## src/rtl/h_eqlz_seq.sv

```systemverilog
`default_nettype none
// +----------------------------------------------------------------------------+
// | Module   : h_eqlz_seq                                                      |
// | Purpose  : Sequenced equaliser-channel selector. Streams one coefficient   |
// |            per resource element over a NUM_SC x NUM_SYM subframe, picking  |
// |            pilot estimates or interpolation results by symbol position.    |
// | Options  : H_EQLZ_STALL_CNT_EN adds a saturating 16-bit output stall count.|
// | Revision : 1.0  initial release                                            |
// +----------------------------------------------------------------------------+
module h_eqlz_seq #(
  parameter int WIDTH       = 16,
  parameter int NUM_CH      = 1,
  parameter int NUM_SC      = 12,
  parameter int NUM_SYM     = 14,
  parameter int PILOT_SYM_3 = 5,
  parameter int PILOT_SYM_4 = 6
) (
  input  logic                       clk,
  input  logic                       rst,
  input  logic                       start,
  input  logic                       in_valid,
  output logic                       in_ready,
  input  logic [NUM_CH*WIDTH-1:0]    est3,
  input  logic [NUM_CH*WIDTH-1:0]    est4,
  input  logic [NUM_CH*WIDTH-1:0]    div_res_1,
  input  logic [NUM_CH*WIDTH-1:0]    div_res_2,
  output logic                       out_valid,
  input  logic                       out_ready,
  output logic [NUM_CH*WIDTH-1:0]    h_eqlz,
  output logic [1:0]                 sel_out,
  output logic [$clog2(NUM_SC)-1:0]  sc_idx,
  output logic [$clog2(NUM_SYM)-1:0] sym_idx,
`ifdef H_EQLZ_STALL_CNT_EN
  output logic [15:0]                stall_cnt,
`endif
  output logic                       frame_done
);

  localparam int c_SC_W  = $clog2(NUM_SC);
  localparam int c_SYM_W = $clog2(NUM_SYM);
  localparam int c_BUS_W = NUM_CH * WIDTH;

  localparam logic [c_SC_W-1:0]  c_SC_LAST  = c_SC_W'(NUM_SC - 1);
  localparam logic [c_SYM_W-1:0] c_SYM_LAST = c_SYM_W'(NUM_SYM - 1);
  localparam logic [c_SYM_W-1:0] c_PS3      = c_SYM_W'(PILOT_SYM_3);
  localparam logic [c_SYM_W-1:0] c_PS4      = c_SYM_W'(PILOT_SYM_4);

  // Selection codes as seen on sel_out
  localparam logic [1:0] c_SEL_DR2  = 2'b00;
  localparam logic [1:0] c_SEL_EST3 = 2'b01;
  localparam logic [1:0] c_SEL_EST4 = 2'b11;
  localparam logic [1:0] c_SEL_DR1  = 2'b10;

  typedef enum logic [1:0] {
    ST_IDLE  = 2'd0,
    ST_RUN   = 2'd1,
    ST_DRAIN = 2'd2
  } state_t;

  state_t               state_q, state_d;
  logic [c_SC_W-1:0]    sc_q, sc_d;
  logic [c_SYM_W-1:0]   sym_q, sym_d;

  logic                 out_valid_q;
  logic [c_BUS_W-1:0]   h_q;
  logic [1:0]           sel_q;
  logic [c_SC_W-1:0]    sc_idx_q;
  logic [c_SYM_W-1:0]   sym_idx_q;

  logic                 w_room;
  logic                 w_in_ready;
  logic                 w_frame_done;
  logic                 w_in_xfer;
  logic                 w_out_xfer;
  logic                 w_last_re;
  logic [1:0]           w_sel;
  logic [c_BUS_W-1:0]   w_h;

  // The output slot can take a new RE if empty or being emptied this cycle
  assign w_room     = !out_valid_q || out_ready;
  assign w_last_re  = (sc_q == c_SC_LAST) && (sym_q == c_SYM_LAST);
  assign w_in_xfer  = in_valid && w_in_ready;
  assign w_out_xfer = out_valid_q && out_ready;

  // FSM next state and handshake outputs; start aborts and blocks input for a cycle
  always_comb begin
    state_d      = state_q;
    w_in_ready   = 1'b0;
    w_frame_done = 1'b0;
    unique case (state_q)
      ST_IDLE: begin
        if (start) state_d = ST_RUN;
      end
      ST_RUN: begin
        if (start) begin
          state_d = ST_RUN;
        end else begin
          w_in_ready = w_room;
          if (in_valid && w_room && w_last_re) state_d = ST_DRAIN;
        end
      end
      ST_DRAIN: begin
        if (start) begin
          state_d = ST_RUN;
        end else if (w_room) begin
          state_d      = ST_IDLE;
          w_frame_done = 1'b1;
        end
      end
      default: state_d = ST_IDLE;
    endcase
  end

  // FSM state register
  always_ff @(posedge clk) begin
    if (rst) state_q <= ST_IDLE;
    else     state_q <= state_d;
  end

  // RE position: sc advances per accepted RE, sym steps on sc wrap and holds at the last symbol
  always_comb begin
    sc_d  = sc_q;
    sym_d = sym_q;
    if (start) begin
      sc_d  = '0;
      sym_d = '0;
    end else if (w_in_xfer) begin
      if (sc_q == c_SC_LAST) begin
        sc_d = '0;
        if (sym_q != c_SYM_LAST) sym_d = sym_q + c_SYM_W'(1);
      end else begin
        sc_d = sc_q + c_SC_W'(1);
      end
    end
  end

  // Position counter registers
  always_ff @(posedge clk) begin
    if (rst) begin
      sc_q  <= '0;
      sym_q <= '0;
    end else begin
      sc_q  <= sc_d;
      sym_q <= sym_d;
    end
  end

  // Source selection from the current symbol position
  always_comb begin
    w_sel = c_SEL_DR1;
    if (sym_q == c_PS3)      w_sel = c_SEL_EST3;
    else if (sym_q == c_PS4) w_sel = c_SEL_EST4;
    else if (sym_q > c_PS4)  w_sel = c_SEL_DR2;
  end

  // Every lane follows the same selection; data passes through untouched
  for (genvar k = 0; k < NUM_CH; k++) begin : g_lane
    assign w_h[k*WIDTH +: WIDTH] =
        (w_sel == c_SEL_EST3) ? est3[k*WIDTH +: WIDTH]      :
        (w_sel == c_SEL_EST4) ? est4[k*WIDTH +: WIDTH]      :
        (w_sel == c_SEL_DR1)  ? div_res_1[k*WIDTH +: WIDTH] :
                                div_res_2[k*WIDTH +: WIDTH];
  end

  // Output register: load on accept, hold while stalled, empty on drain-only cycles
  always_ff @(posedge clk) begin
    if (rst) begin
      out_valid_q <= 1'b0;
      h_q         <= '0;
      sel_q       <= '0;
      sc_idx_q    <= '0;
      sym_idx_q   <= '0;
    end else if (start) begin
      out_valid_q <= 1'b0;
    end else if (w_in_xfer) begin
      out_valid_q <= 1'b1;
      h_q         <= w_h;
      sel_q       <= w_sel;
      sc_idx_q    <= sc_q;
      sym_idx_q   <= sym_q;
    end else if (w_out_xfer) begin
      out_valid_q <= 1'b0;
    end
  end

`ifdef H_EQLZ_STALL_CNT_EN
  logic [15:0] stall_q;

  // Count cycles a valid coefficient is held back by the equaliser, saturating
  always_ff @(posedge clk) begin
    if (rst || start) begin
      stall_q <= '0;
    end else if (out_valid_q && !out_ready && (stall_q != 16'hFFFF)) begin
      stall_q <= stall_q + 16'd1;
    end
  end

  assign stall_cnt = stall_q;
`endif

  assign in_ready   = w_in_ready && !rst;
  assign frame_done = w_frame_done && !rst;
  assign out_valid  = out_valid_q;
  assign h_eqlz     = h_q;
  assign sel_out    = sel_q;
  assign sc_idx     = sc_idx_q;
  assign sym_idx    = sym_idx_q;

endmodule
`default_nettype wire
```

## config.mk

```make
export PLATFORM = sky130hd
export DESIGN_NAME = h_eqlz_seq
export DESIGN_NICKNAME = d
export VERILOG_FILES = /design/src/rtl/h_eqlz_seq.sv
export SDC_FILE = /design/constraint.sdc
export NUM_CORES = 1
export LEC_CHECK = 0
export ABC_CLOCK_PERIOD_IN_PS = 3200
export BUFFER_PORTS_ARGS = -buffer_cell sky130_fd_sc_hd__buf_2
export CORE_MARGIN = 3
export CORE_UTILIZATION = 28
export CTS_CLUSTER_SIZE = 8
export DETAILED_ROUTE_END_ITERATION = 10
export HOLD_SLACK_MARGIN = 0.05
export PLACE_DENSITY = 0.63
export RECOVER_POWER = 100
export SLEW_MARGIN = 20
export SYNTH_ARGS = -nofsm -noshare
export SYNTH_HDL_FRONTEND = slang
export SYNTH_SLANG_ARGS = --single-unit
```

## constraint.sdc

```tcl
create_clock -name clk -period 3.2 [get_ports clk]
set_clock_uncertainty 0.15 [all_clocks]
set_input_delay 0.64 -clock clk [delete_from_list [all_inputs] [get_ports clk]]
set_output_delay 0.64 -clock clk [all_outputs]
set_load 0.005 [all_outputs]
```

==> flow_metrics.py <==
metrics = {
    "layout": {
        "final_nets": 432,
        "num_antenna_cells": 0,
        "layout-drive-gt1-share_pct": 30.3,
        "final_util_pct": 37.8,
        "syn_to_final_growth_pct": 29.3,
        "stdcell_count": 459,
        "num-fill-cells": 791,
    },
    "clock_network": {
        "clock_sinks": 37,
        "cts_hold_buffers": 0,
        "clkLatencyLatePin_ns": 0.29,
        "cts_tree": "yes",
        "clk_pin_slew_ns": 0.08,
        "postCtsSetupBuffers": 0,
        "htreeDepth": 2,
        "clk_path_buf_depth": 2,
        "cts_root_buf": "clkbuf_8",
        "cts_resized": 0,
        "cts_buffers": 5,
    },
    "place": {
        "dp_cells": 451,
        "io_buffers": 97,
        "post-dp-hpwl_um": 5090,
        "globalplace.congestion": 0.779,
    },
    "detailed_routing": {
        "wirelength_um": 6850,
        "wl_per_cell_um": 14.9,
        "drc": 0,
        "first_pass_iters": 4,
        "ant_nets": 0,
        "vias": 2310,
        "drt_iter0_drc": 136,
        "drt-vias-per-instance": 5.03,
    },
    "synthesis": {
        "synthAdderAreaFrac_pct": 2.33,
        "synth_top_area_cell": "dfxtp_1",
        "ys_top_cells_by_count": "nand2_1 (41), dfxtp_1 (37), a21oi_1 (35)",
        "synth_cells": 269,
        "synth-seq-area-share_pct": 34.5,
        "ys_warn_count": 0,
        "synth_area_leaders": "dfxtp_1 (35%), a21oi_1 (8.2%), mux2_2 (7.9%)",
        "synthesis.nets": 342,
        "synth_most_common_cell": "nand2_1",
        "ys_ff_latch": 37,
        "ys_types": 41,
        "synth-simple-area-share_pct": 29.8,
        "synth_mux_area_share_pct": 8.81,
        "synth_top_family_by_area": "simple AND/OR/NAND/NOR gates",
        "synth_top_area_share_pct": 34.5,
        "synth_xor_area_share_pct": 1.23,
        "syn-cell-area_mm2": 0.00214,
        "syn_avg_cell_area_um2": 7.97,
        "synthArstFlopShare_pct": 0,
        "ys_dominant_reg_cell": "dfxtp_1",
        "synth-compound-area-share_pct": 18.8,
        "synth-edff-count": 0,
    },
    "sta": {
        "rsz0062_at_grt": "false",
        "drv_slew": 0,
        "worst_pin_slew_ns": 0.939,
        "setup_viol": 0,
        "final-hold-violation-count": 0,
        "fin_crit_ns": 2.67,
        "post-route-period-util_pct": 83.3,
        "setup_tns_ns": 0,
        "relSlewSlack_pct": 37.4,
        "whs_ns": 0.311,
        "fmax_ghz": 0.375,
    },
    "power_and_ir_drop": {
        "p_per_area_mw_per_mm2": 330,
        "peakVddDrop_mv": 0.146,
        "finalPower_mw": 0.914,
        "p_leak_nw": 1.09,
    },
    "hold_path": {
        "hold_class": "flip-flop to flip-flop",
    },
    "floorplanning": {
        "die_w_um": 93.5,
        "initial_core_util_pct": 29.3,
        "die_y_um": 93.5,
        "core_mm2": 0.00733,
        "rows": 31,
        "ioPinCount": 98,
        "dieArea_mm2": 0.00875,
    },
    "worst_setup_path": {
        "crit_type": "input port to output pin",
        "cp_data_arrival_time_ns": 1.88,
        "endpoint_kind": "output pin",
        "critPathLaunchType": "input port",
        "required_ns": 2.41,
        "worst-path-max-fanout": 21,
    },
    "run": {
        "max-cap-violations": 0,
    },
    "global_routing": {
        "grt_pass1_vias": 2232,
        "grt_max_degree": 40,
        "grt_antenna_before_repair": 0,
        "grt.overflow.total": 0,
        "grt_pass1_wl_um": 10700,
        "track_usage_pct": 15.3,
    },
    "status": {
        "outcome": "finished clean",
    },
}
-- sequential cells by signal (all words and copies together), names as in the netlist --
register   flops
sc_idx         4
sel_out        2
h_eqlz        16
out_valid      1
state_q        2
sym_idx        4
sc_q           4
sym_q          4
-- where the power goes --
group          total (mW)  internal (mW)  switching, mW
Combinational       0.101         0.0526         0.0481
Clock               0.340          0.155          0.185
Sequential          0.473          0.468        0.00518
-- worst max-delay path: stages --
cell and delay (ns):
clkbuf_1 0.68, or2_2 0.34, nor3_1 0.06, buf_2 0.15
-- layer usage --
metal	up-vias	wire length [um]	global-route usage [%]
met4	0	25	2.93
met5	-	0	0
met3	2	797	4.51
met1	1047	3000	18.9
li1	1142	-	-
met2	119	3030	26.4
-- placed cells by master (no fill, tap or decap), types with 2 or more instances in the layout --
cell	n
a21oi_1	35
a221o_1	12
a311oi_1	4
and3_1	2
buf_2	79
buf_4	5
clkbuf_1	18
clkbuf_8	5
clkinv_4	2
dfxtp_1	37
ha_1	4
inv_1	3
mux2_2	15
mux2i_1	2
nand2_1	41
nand2b_1	3
nand3_1	5
nand3b_1	20
nand4b_1	2
nor2_1	34
nor2b_1	2
nor4_1	2
o21ai_0	2
or3_1	4
or4_1	2
xor2_1	2
-- through the flow --
stage               instance area [um2]  worst slack [ns]
global placement                   2710             0.799
global route                       2770             0.426
CTS                                2800             0.752
floorplan                          2140             0.907
detailed placement                 2710             0.748
finish                             2770             0.533
-- cell type report --
class	instances	area [um2]	area share (%)
Multi-Input combinational cell	210	1310	47.1
Inverter	3	11.3	0.406
Clock inverter	3	22.5	0.812
Timing Repair Buffer	102	500	18.1
Clock buffer	5	68.8	2.48
Tap cell	99	124	4.47
Sequential cell	37	741	26.7
-- kinds of logic after synthesis --
family                   Yosys count
AND/OR/NAND/NOR                  125
AO/OA/AOI/OAI                     61
flip-flops                        37
buffers and inverters             22
multiplexers                      17
adder cells (fa/ha/maj)            4
XOR/XNOR                           3
-- worst paths after layout --
path,startpoint,endpoint,slack (ns),depth (start not counted)
hold reg to reg,sym_idx[3],sym_idx[3],0.31,2
setup reg to reg,sym_q[1],h_eqlz[10],0.75,7
setup / recovery,rst,frame_done,0.53,4
hold / removal,sym_idx[3],sym_idx[3],0.31,2
Power figures use the tool's default switching activity.
